`src/rtl/riscy_pkg.sv`:
```
// rtl/riscy_pkg.sv - shared ALU operation codes and ALU-sharing controller state type
// Contents: funct3 encodings understood by alu, FSM state enum for alu_share_ctrl.
package riscy_pkg;

    localparam logic [2:0] ALU_ADD  = 3'b000;
    localparam logic [2:0] ALU_SLL  = 3'b001;
    localparam logic [2:0] ALU_SLT  = 3'b010;
    localparam logic [2:0] ALU_SLTU = 3'b011;
    localparam logic [2:0] ALU_XOR  = 3'b100;
    localparam logic [2:0] ALU_SRL  = 3'b101;
    localparam logic [2:0] ALU_OR   = 3'b110;
    localparam logic [2:0] ALU_AND  = 3'b111;

    typedef enum logic [1:0] {
        ST_IDLE = 2'd0,
        ST_EXEC = 2'd1,
        ST_RESP = 2'd2
    } alu_ctrl_state_t;

endpackage

```
`src/rtl/rr_arbiter.sv`:
```
// rtl/rr_arbiter.sv - combinational round-robin arbiter
// Ports: req request vector, ptr highest-priority index, grant one-hot, grant_idx binary index.
module rr_arbiter #(
    parameter  int N  = 2,
    localparam int IW = $clog2(N)
) (
    input  logic [N-1:0]  req,
    input  logic [IW-1:0] ptr,
    output logic [N-1:0]  grant,
    output logic [IW-1:0] grant_idx
);
    logic found;

    // Search starts at ptr and wraps upward; first requester found wins.
    always_comb begin
        grant     = '0;
        grant_idx = '0;
        found     = 1'b0;
        for (int k = 0; k < N; k++) begin
            if (!found && req[(int'(ptr) + k) % N]) begin
                found                        = 1'b1;
                grant[(int'(ptr) + k) % N]   = 1'b1;
                grant_idx                    = IW'((int'(ptr) + k) % N);
            end
        end
    end

endmodule

```
`src/rtl/alu_share_ctrl.sv`:
```
// rtl/alu_share_ctrl.sv - round-robin sequencer sharing one combinational alu among NREQ requesters
// Ports: req_* per-requester valid/ready + operands, alu_* registered ALU drive and
//        combinational result return, rsp_* held response with requester id.
module alu_share_ctrl #(
    parameter  int NREQ = 2,
    parameter  int XLEN = 32,
    localparam int IDW  = $clog2(NREQ)
) (
    input  logic                      clk,
    input  logic                      rst_n,
    input  logic [NREQ-1:0]           req_valid,
    output logic [NREQ-1:0]           req_ready,
    input  logic [NREQ-1:0][XLEN-1:0] req_rs1,
    input  logic [NREQ-1:0][XLEN-1:0] req_rs2,
    input  logic [NREQ-1:0][2:0]      req_funct3,
    input  logic [NREQ-1:0]           req_funct7,
    output logic [XLEN-1:0]           alu_rs1,
    output logic [XLEN-1:0]           alu_rs2,
    output logic [2:0]                alu_funct3,
    output logic                      alu_funct7,
    input  logic [XLEN-1:0]           alu_rd,
    input  logic                      alu_z,
    output logic                      rsp_valid,
    input  logic                      rsp_ready,
    output logic [XLEN-1:0]           rsp_rd,
    output logic                      rsp_z,
    output logic [IDW-1:0]            rsp_id
);
    import riscy_pkg::*;

    alu_ctrl_state_t state;
    logic [IDW-1:0]  rr_ptr;
    logic [IDW-1:0]  op_id;
    logic [NREQ-1:0] grant;
    logic [IDW-1:0]  grant_idx;
    logic [IDW-1:0]  ptr_next;
    logic            accept;

    rr_arbiter #(.N(NREQ)) u_arb (
        .req       (req_valid),
        .ptr       (rr_ptr),
        .grant     (grant),
        .grant_idx (grant_idx)
    );

    // Ready is a function of req_valid and state only; rsp_ready never reaches it.
    assign req_ready = (state == ST_IDLE) ? grant : '0;
    assign accept    = (state == ST_IDLE) && (|req_valid);
    assign rsp_valid = (state == ST_RESP);
    assign ptr_next  = (grant_idx == IDW'(NREQ - 1)) ? '0 : (grant_idx + IDW'(1));

    always_ff @(posedge clk or negedge rst_n) begin
        if (!rst_n) begin
            state      <= ST_IDLE;
            rr_ptr     <= '0;
            op_id      <= '0;
            alu_rs1    <= '0;
            alu_rs2    <= '0;
            alu_funct3 <= '0;
            alu_funct7 <= 1'b0;
            rsp_rd     <= '0;
            rsp_z      <= 1'b0;
            rsp_id     <= '0;
        end else begin
            case (state)
                ST_IDLE: begin
                    if (accept) begin
                        alu_rs1    <= req_rs1[grant_idx];
                        alu_rs2    <= req_rs2[grant_idx];
                        alu_funct3 <= req_funct3[grant_idx];
                        alu_funct7 <= req_funct7[grant_idx];
                        op_id      <= grant_idx;
                        rr_ptr     <= ptr_next;
                        state      <= ST_EXEC;
                    end
                end
                ST_EXEC: begin
                    // alu_* were registered last edge, so alu_rd/alu_z have settled.
                    rsp_rd <= alu_rd;
                    rsp_z  <= alu_z;
                    rsp_id <= op_id;
                    state  <= ST_RESP;
                end
                ST_RESP: begin
                    if (rsp_ready) begin
                        state <= ST_IDLE;
                    end
                end
                default: state <= ST_IDLE;
            endcase
        end
    end

endmodule

```
`config.mk`:
```
export PLATFORM = sky130hd
export DESIGN_NAME = alu_share_ctrl
export DESIGN_NICKNAME = d
export VERILOG_FILES = /design/src/rtl/riscy_pkg.sv /design/src/rtl/rr_arbiter.sv /design/src/rtl/alu_share_ctrl.sv
export SDC_FILE = /design/constraint.sdc
export NUM_CORES = 1
export LEC_CHECK = 0
export BUFFER_PORTS_ARGS = -buffer_cell sky130_fd_sc_hd__buf_4
export CAP_MARGIN = 40
export CORE_MARGIN = 3
export CORE_UTILIZATION = 44
export DETAILED_ROUTE_END_ITERATION = 6
export PLACE_DENSITY = 0.8
export SLEW_MARGIN = 20
export SYNTH_ARGS = -nofsm -noshare
export SYNTH_HDL_FRONTEND = slang
export SYNTH_SLANG_ARGS = --single-unit
```
`constraint.sdc`:
```
create_clock -name clk -period 1.8 [get_ports clk]
set_input_delay 0.18 -clock clk [delete_from_list [all_inputs] [get_ports clk]]
set_output_delay 0.18 -clock clk [all_outputs]
set_load 0.05 [all_outputs]
```
After elaboration in Yosys (flattened, before gate mapping):

Cells that the tools add are included.

* flip-flop bits (word level): 106
* bits in latches: 0
* bits in writable memories: 0
* ROM bits: 0
* input bits: 174
* output and inout bits: 105
* logic and storage cells: 59
* memories: 0

* add/sub/neg operators: 2
* $mul: 0
* div/mod/pow operators: 0
* $lt $le $gt $ge: 5
* equal/unequal tests: 4
* shift-type cells: 0
* muxes and demuxes: 27
* bitwise operators: 2
* reductions and logical operators: 9

Operators by type and width (number)
* 2-to-1 mux 32 bit: 4
* 2-to-1 mux 1 bit: 13
* 2-to-1 mux 2 bit: 5
* 2-to-1 mux 3 bit: 2
* case mux 2 bit (3 select lines): 1
* logical AND 1 bit: 4
* less-than comparator 1 x 2 -> 1 bit (second input constant): 2
* AND reduction 2 bit: 2
* less-than comparator 2 x 3 -> 1 bit (second input constant): 1
* adder 1 bit (second input constant): 2
* demux 1 bit (select 1 bit): 2
* == test 2 x 1 -> 1 bit (second input constant): 1
* == test 2 bit (second input constant): 1
* >= comparator 2 x 1 -> 1 bit (second input constant): 1
* logical NOT 2 bit: 1
* != test 2 x 1 -> 1 bit (second input constant): 1
* != test 2 bit (second input constant): 1
* bitwise OR 2 bit: 1
* OR reduction 2 bit: 1
* AND 1 bit (first input constant): 1
* >= comparator 1 bit (second input constant): 1
* logical NOT 1 bit: 1

Logic depth before layout (Yosys ltp):

Gate-level depths: netlist of the first run.

* depth in word-level cells: 9
* mapped depth: 8
* gate-level depth less buffers: 4

Hierarchy:

From an unflattened synthesis of the first run, not the netlist that was laid out.

* cell total of the unflattened synthesis: 310
* area, all modules: 4828.4 um2

Modules (own cells, without submodules)
* alu_share_ctrl: times used 1, cells each 306, area an instance 4798.4 um2, seq. area each 2652.5 um2
* rr_arbiter: times used 1, cells each 4, area an instance 30.0 um2, seq. area each 0.0 um2

Worst setup path after synthesis of the first run:

Ideal clock, no wire load.

* path type: reg2out
* start point: register rr_ptr
* end point: output port req_ready[1]
* arrival time: 1.677 ns
* data required time: 1.620 ns
* setup slack: -0.057 ns
* cell stages (with the launch flop): 7
* path buffers: 3
* cells stage by stage: dfrtp_1 nand2b_1 buf_2 buf_2 buf_2 nand2_1 nor2_1

* cells in the longest elaborated chain, start to end: 9
* elaborated cells between the ends (all ways): 24
* classes of those cells: add/sub: 1; order compare: 4; mux: 13; bitwise: 2; reduce/logical: 4

Ends and longest elaborated chain
* start, declared: line alu_share_ctrl.sv:32 `logic [IDW-1:0] rr_ptr;`
* start signal, assigned: line alu_share_ctrl.sv:73 `rr_ptr <= ptr_next;`
* adder 1 bit: line rr_arbiter.sv:20, rr_arbiter.sv:22
* AND 1 bit (no line)
* less-than comparator 2 x 3 -> 1 bit (implied by the code) / >= comparator 2 x 1 -> 1 bit (equally long branches): line rr_arbiter.sv:22 `grant[(int'(ptr) + k) % N] = 1'b1;`
* logical AND 1 bit (implied by the code): line rr_arbiter.sv:22
* 2-to-1 mux 1 bit (implied by the code): line rr_arbiter.sv:22
* demux 1 bit (select 1 bit)
* bitwise OR 2 bit (no line)
* 2-to-1 mux 2 bit *: line rr_arbiter.sv:20 `if (!found && req[(int'(ptr) + k) % N]) begin`
* 2-to-1 mux 2 bit *: line alu_share_ctrl.sv:47 `assign req_ready = (state == ST_IDLE) ? grant : '0;`
* end, declared: line alu_share_ctrl.sv:12 `output logic [NREQ-1:0] req_ready,`

Every way passes the cells marked *; elsewhere a longest branch is shown, timed or not. The select of a mux whose other input is x is not followed.

Worst setup path after layout of the first run:

Same ends and word-level chain as after synthesis.

==> results.toml, run 1 <==
[clock_network]
clockRootBuffer = "clkbuf_8"
h-tree-depth = 3
cts_tree = "done"
clock_sinks = 106
cts_buffer_depth = 2
clk-insertion-delay-late_ns = 0.36
cts_made_buffers = 9
cts_setup_buffers = 0
clk_pin_slew_worst_paths_ns = 0.11

[floorplan]
die_width_um = 111
initial_core_util = 0.462
core_um2 = 10500
die_y_um = 111
dieArea_um2 = 12300
std_cell_rows = 37
ios = 279

[detailed_routing]
drt_iter0_drc = 491
routed_wl_um = 16300
route.detailed.drc = 0
drt-wirelength-per-cell_um = 18.6
vias_per_cell = 5.73
vias = 5019
ant_nets = 0
firstDrtPassIters = 5

[synth]
yosys_register_bits = 106
synth_largest_area_cell = "dfrtp_1"
synth_cell_types = 26
synth_most_common_cell = "dfrtp_1"
yosys_most_used_dff = "dfrtp_1"
post-synth-top-area-fraction = 0.546
postSynthAreaPerCell_um2 = 10.0
synthTopCellsByArea = "dfrtp_1, a31oi_1, mux2_2, a21oi_1, nand3_1"
synth_common_cells = "dfrtp_1, a21oi_1, a31oi_1, nand3_1, o21ai_0"
synth_enable_flop_cells = 0
synth-warning-count = 0
syn-num-nets = 660
synthCells = 486
synth.cell_area_um2 = 4860
ys_async_sr_fraction = 1.00
yosysSeqAreaShare = 0.546

[sta]
period_minus_slack_ns = 1.62
rsz0062_at_grt = "false"
tns_ns = 0
hold_violations = 0
finClkSkew_ns = 0.0145
worstMarginPinSlew_ns = 0.597
finalCritPeriodShare = 0.901
fmax_ghz = 0.616
setup_violations = 0
final_max_slew_viol_count = 0
slew_headroom = 0.602

[pwr]
power.internal_uw = 7300
seqPwrFrac = 0.280
combPwrFrac = 0.631
p_leak_uw = 0.00332
vdd_drop_max_v = 0.00123
switchingPower_uw = 8240
powerDensity_nw_per_um2 = 2140
power_frac_clock = 0.090
p_sw_frac = 0.530

[placement]
hpwl_um = 11900
gp_congestion = 0.841
numPortBuffers = 278

[setup_path]
worstSetupPathType = "flop to output port"
cp.required_ns = 1.62
cp.arrival_ns = 1.44
r2r-end = "alu_rs1[25]"
path_max_fanout = 9
ff2ff_path_depth = 4
reg2reg_from = "state[1]"
critPathLaunchType = "flop"
regToRegSetupSlack_ns = 0.38
end_kind = "output port"

[final_layout]
drive_gt1_frac = 0.476
final_core_util = 0.691
area_growth_pct = 49.5
finalNetCount = 909
antenna_cells = 0

[global_routing]
overflow = 0
grt_max_degree = 62
antenna_found_initial = 0
grt_pass1_vias = 4950
grt.total_usage = 0.254
grt_pass1_wl_um = 25500

[run_status]
status = "finished, final reports clean"

[worst_hold_path]
holdCritStartpoint = "rsp_ready"
hold_depth = 2
min_to = "state[1]"
hold_class = "primary input to flop"

[job]
max_cap_viol_count = 0
metrics by stage:
stage	instances	area, µm²	setup WS [ns]	total power, µW	hold slack [ns]
6_report	876	7270	0.178	15500	0.0260
3_3_place_gp	859	7070	0.377	14000	0.149
5_1_grt	876	7270	0.0848	16300	0.0184
2_1_floorplan	486	4860	0.160	11000	-0.116
4_1_cts	876	7270	0.167	15600	0.0221
3_5_place_dp	859	7070	0.322	14200	0.164
layout make-up:
type | count | area, µm²
repair buffers | 294 | 2310
multi-input cells | 321 | 1940
clock buffers | 10 | 138
clock inverters | 6 | 48.8
fillers | 789 | 3240
inverters | 3 | 11.3
flip-flops and latches | 106 | 2650
well taps | 136 | 170
cell families after synthesis:
family / count (synthesis) / share of synthesized area
muxes: 34 / 0.0788
DFF: 106 / 0.546
and+or+nand+nor: 80 / 0.0863
AOI/OAI and AO/OA: 207 / 0.232
buffers and inverters: 59 / 0.0569
cells in the final DEF, fill, tap and decap left out:
master	netlist	layout
clkbuf_8	0	10
and3_1	1	1
mux2_2	34	34
o2bb2ai_1	1	1
a21o_1	1	1
or2_2	1	2
dlygate4sd3_1	0	1
inv_2	2	2
and2b_2	0	1
nor2_4	1	1
nand3_1	68	68
nand2_1	2	2
a31oi_1	68	68
clkinv_2	0	1
inv_6	0	2
nand2b_1	3	2
nor2_2	0	1
o21ai_1	5	5
inv_1	1	1
clkinv_4	0	3
nand2_4	1	1
buf_12	0	8
buf_4	2	285
a21oi_1	68	68
o21ai_0	64	64
nand2b_2	0	1
dfrtp_1	106	106
worst max-delay path by stage:
stage                      start            to  slack (ns)  cells after the start
floorplan                 rr_ptr  req_ready[1]        0.16                      6
global placement    req_valid[1]    alu_rs2[8]        0.38                      6
detailed placement  req_valid[1]   alu_rs2[11]        0.32                      5
CTS                     state[1]  req_ready[1]        0.17                      3
global route            state[1]  req_ready[0]        0.08                      3
finish                    rr_ptr  req_ready[1]        0.18                      4
routing by layer:
metal,part of all wire,vias up,global-route usage
met4,0.022,0,0.0754
met5,0,-,0
met1,0.37,2366,0.302
met2,0.51,331,0.454
li1,-,2295,-
met3,0.096,27,0.0644
flip-flops by register name, summed over array words and instances (netlist names):
register	cells
rsp_rd	32
alu_funct7	1
rr_ptr	1
alu_rs2	32
rsp_id	1
op_id	1
rsp_z	1
alu_funct3	3
alu_rs1	32
state	2
power groups by stage:
stage | registers, µW | clock network, µW | logic, µW
finish | 4340 | 1390 | 9800
global route | 4480 | 1530 | 10300
CTS | 4330 | 1420 | 9850
detailed placement | 4370 | 0 | 9850
global placement | 4320 | 0 | 9670
floorplan | 8320 | 0 | 2630
worst max-delay path: stages, from the launching register on:
cell	delay, ns
dfrtp_1	0.42
nand2b_2	0.30
nand2_1	0.15
nor2_2	0.04
buf_4	0.18
timing repair:
item                      CTS  global route
hold buffers                1             0
hold endpoints to repair   30             0
resized for setup           0             0
(Power assumes the default switching activity.)
==> run 2: changes to the inputs <==
- CTS_CLUSTER_SIZE: not set -> 28
- PLACE_DENSITY: 0.8 -> 0.77
- RECOVER_POWER: not set -> 100
==> results.toml, run 2 (synthesized netlist as in run 1, its figures left out) <==
[global_routing]
grt_max_degree = 107
grt_pass1_vias = 5004
grt_pass1_wl_um = 25900
antenna_found_initial = 0
grt.total_usage = 0.257
overflow = 0

[setup_path]
reg2reg_from = "state[1]"
cpPeakStageDelay_ns = 0.40
worstSetupPathType = "flop to output port"
regToRegSetupSlack_ns = 0.16
end_kind = "output port"
critPathLaunchType = "flop"
worstPathCellList = "nand2b_4 > nand2_1 > nor2_2 > buf_4"
cp.arrival_ns = 1.48
path_max_fanout = 17
cp_slowest_cell = "dfrtp_1"
critPathLaunch = "rr_ptr"
cp.required_ns = 1.62

[final_layout]
reg_top3 = "alu_rs1: 32 flops, alu_rs2: 32 flops, rsp_rd: 32 flops"
area_growth_pct = 40.7
regArea_um2 = 2650
finalNetCount = 912
finalInstanceArea_um2 = 6840
drive_gt1_frac = 0.334
fillers = 931
multi_input_area_um2 = 1930
mostFrequentLayoutCells = "buf_4, dfrtp_1, clkbuf_1"
antenna_cells = 0
final_common_cell = "buf_4"

[sta]
worstMarginPinSlew_ns = 0.951
rsz0062_at_grt = "false"
setup_violations = 0
hold_violations = 0
finalCritPeriodShare = 0.923
final_max_slew_viol_count = 0
period_minus_slack_ns = 1.66
fmax_ghz = 0.602
tns_ns = 0
whs_ns = 0.0422
worst_slack_ns = 0.139
finClkSkew_ns = 0.00771
slew_headroom = 0.366

[floorplan]
core_um2 = 10500
die_width_um = 111
ios = 279
std_cell_rows = 37
die_y_um = 111
dieArea_um2 = 12300
initial_core_util = 0.462

[clock_network]
cts_tree = "done"
cts_buffer_depth = 2
h-tree-depth = 3
cts_setup_buffers = 0
clock_sinks = 106
clk_pin_slew_worst_paths_ns = 0.10
cts_made_buffers = 9
clockRootBuffer = "clkbuf_8"
clk-insertion-delay-late_ns = 0.36

[detailed_routing]
vias = 4997
routed_wl_um = 16200
firstDrtPassIters = 5
drt_iter0_drc = 530
drt-wirelength-per-cell_um = 18.5
vias_per_cell = 5.68
ant_nets = 0
route.detailed.drc = 0

[pwr]
switchingPower_uw = 8170
p_sw_frac = 0.565
vdd_drop_max_v = 0.00108
seqPwrFrac = 0.296
power.internal_uw = 6290
power_frac_clock = 0.103
powerDensity_nw_per_um2 = 2120
combPwrFrac = 0.601
p_leak_uw = 0.00295
power.total_uw = 14500

[placement]
numPortBuffers = 278
dp_slack_ns = 0.324
hpwl_um = 11600
dpl_cell_area_um2 = 7030
gp_congestion = 0.811

[job]
max_cap_viol_count = 0

[run_status]
status = "finished, final reports clean"

[worst_hold_path]
holdCritStartpoint = "alu_rd[14]"
hold_class = "primary input to flop"
## run 2: final timing paths
check,to,depth (start not counted)
worst max-delay path,req_ready[1],4
worst min-delay path,rsp_rd[14],2
worst max register to register,rsp_rd[19],3
worst min register to register,op_id,1
max in group asynchronous,rsp_rd[30],3
min in group asynchronous,alu_funct3[2],3
## run 2: timing repair
action,in CTS,in global routing
hold buffers,2,0
endpoints found under the hold margin,107,0
resized for setup,1,0
setup endpoints to repair,1,0
## run 2: routing by layer
| layer | share of wire | global-route usage |
|---|---|---|
| met5 | 0 | 0 |
| met4 | 0.020 | 0.0900 |
| met3 | 0.093 | 0.0617 |
| met2 | 0.49 | 0.426 |
| met1 | 0.39 | 0.331 |
## run 2: critical path, delay by kind of cell, from the launching register on
| family | cells | cell delay (ns) |
|---|---|---|
| AND/OR/NAND/NOR | 3 | 0.51 |
| buffers and inverters | 1 | 0.21 |
| flip-flops | 1 | 0.40 |
## run 2: final cells by class
cell class | instances | area share
Sequential cell | 106 | 0.388
Multi-Input combinational cell | 321 | 0.283
Timing Repair Buffer | 297 | 0.273
Tap cell | 136 | 0.0249
Clock buffer | 10 | 0.0187
Clock inverter | 6 | 0.0106
Inverter | 3 | 0.00165
## run 2: power groups by stage
| stage | Clock, µW | Combinational, µW | Sequential, µW |
|---|---|---|---|
| finish | 1490 | 8690 | 4280 |
| global placement | 0 | 9680 | 4310 |
| global route | 1640 | 9220 | 4430 |
| CTS | 1530 | 9830 | 4310 |
| detailed placement | 0 | 9820 | 4340 |
| floorplan | 0 | 2630 | 8320 |
## run 2: through the flow
step,instances,utilization
3_3_place_gp,861,0.669
6_report,879,0.651
2_1_floorplan,486,-
3_5_place_dp,861,0.669
5_1_grt,879,0.651
4_1_cts,879,0.691
==> run 3: changes to the inputs <==
==> constraint.sdc (replaced) <==
create_clock -name clk -period 1.8 [get_ports clk]
set_input_delay 0.36 -clock clk [delete_from_list [all_inputs] [get_ports clk]]
set_output_delay 0.36 -clock clk [all_outputs]
set_load 0.02 [all_outputs]
==> results.toml, run 3 (synthesized netlist as in run 1, its figures left out) <==
[run_status]
status = "finished, final reports clean"

[pwr]
p_leak_uw = 0.00296
powerDensity_nw_per_um2 = 1700
vdd_drop_max_v = 0.000812

[placement]
dp_slack_ns = 0.179
numPortBuffers = 278
dp_cells = 861
hpwl_um = 11900
gp_congestion = 0.839

[final_layout]
antenna_cells = 0
final_common_cell = "buf_4"
final_core_util = 0.655
finalNonFillerCells = 882
fillers = 955
drive_gt1_frac = 0.335
finalNetCount = 915
area_growth_pct = 41.6
mostFrequentLayoutCells = "buf_4, dfrtp_1, clkbuf_1"
reg_top3 = "alu_rs1: 32 flops, alu_rs2: 32 flops, rsp_rd: 32 flops"

[setup_path]
ff2ff_path_depth = 4
cp_slowest_cell = "dfrtp_1"
cpPeakStageDelay_ns = 0.44
crit_cells = 3
cp.arrival_ns = 1.34
worstPathCellList = "nor2_4 > and3_1 > clkbuf_4"
cp.required_ns = 1.44
path_delay_family = "flip-flops"
end_kind = "output port"
worstSetupPathType = "flop to output port"
critPathLaunchType = "flop"
cp.buffers_inverters = 1
path_max_fanout = 4

[sta]
final_max_slew_viol_count = 0
setup_violations = 0
finalCritPeriodShare = 0.942
rsz0062_at_grt = "false"
finClkSkew_ns = 0.00714
worst_slack_ns = 0.105
slew_headroom = 0.373
tns_ns = 0
period_minus_slack_ns = 1.70
hold_violations = 0
fmax_ghz = 0.590
worstMarginPinSlew_ns = 0.941

[detailed_routing]
route.detailed.drc = 0
vias = 4939
drt-wirelength-per-cell_um = 18.5
vias_per_cell = 5.60
routed_wl_um = 16300
firstDrtPassIters = 5
drt_iter0_drc = 308
ant_nets = 0

[job]
max_cap_viol_count = 0

[clock_network]
clk_pin_slew_worst_paths_ns = 0.10
cts_tree = "done"
cts_buffer_depth = 2
clock_sinks = 106
h-tree-depth = 3
cts_made_buffers = 9
clk-insertion-delay-late_ns = 0.36
clockRootBuffer = "clkbuf_8"

[global_routing]
grt.total_usage = 0.254
overflow = 0
grt_max_degree = 60
antenna_found_initial = 0
grt_pass1_vias = 4803
grt_pass1_wl_um = 25500

[floorplan]
initial_core_util = 0.462
ios = 279
die_width_um = 111
core_um2 = 10500
die_y_um = 111
std_cell_rows = 37
dieArea_um2 = 12300

[worst_hold_path]
hold_depth = 2
hold_class = "primary input to flop"
==> run 3: stage by stage <==
step,instance area (µm²),total power [µW],hold WS [ns]
floorplan,4860,8260,0.0644
global placement,7060,11200,0.231
detailed placement,7060,11400,0.236
CTS,7250,12700,0.155
global route,6880,12500,0.161
finish,6880,11700,0.174
==> run 3: routing by layer <==
metal / track usage / share of wire
met2: 0.424 / 0.49
met5: 0 / 0
met1: 0.311 / 0.38
met4: 0.0925 / 0.024
met3: 0.0786 / 0.10
==> run 3: timing repair <==
| action | 4_1_cts | 5_1_grt |
|---|---|---|
| endpoints found under the setup margin | 1 | 2 |
| hold buffers | 1 | 0 |
| endpoints found under the hold margin | 12 | 0 |
| setup buffers | 0 | 4 |
| pin swaps | 0 | 1 |
| cloned | 0 | 0 |
| gates resized for setup | 1 | 1 |
==> run 3: final timing paths <==
| check | start | end | slack [ns] |
|---|---|---|---|
| max in group asynchronous | rst_n | alu_rs2[16] | 0.30 |
| min | rsp_ready | state[1] | 0.17 |
| min in group asynchronous | rst_n | alu_rs1[6] | 0.65 |
| max reg2reg | rr_ptr | alu_rs1[24] | 0.12 |
| min reg2reg | op_id | op_id | 0.51 |
| max | state[0] | req_ready[0] | 0.10 |
==> run 3: area by class of cell <==
class                           instances  area (µm²)  area share
Clock buffer                           10         128      0.0185
Clock inverter                          6        50.0     0.00727
Inverter                                3        11.3     0.00164
Tap cell                              136         170      0.0247
Sequential cell                       106        2650       0.386
Multi-Input combinational cell        321        1940       0.282
Timing Repair Buffer                  300        1930       0.280
==> run 3: power by group <==
group          internal, µW  switching, µW  total (µW)  leakage (µW)
sequential             3610            690        4300       0.00121
combinational          2100           3930        6030       0.00167
clock                   524            833        1360     0.0000892
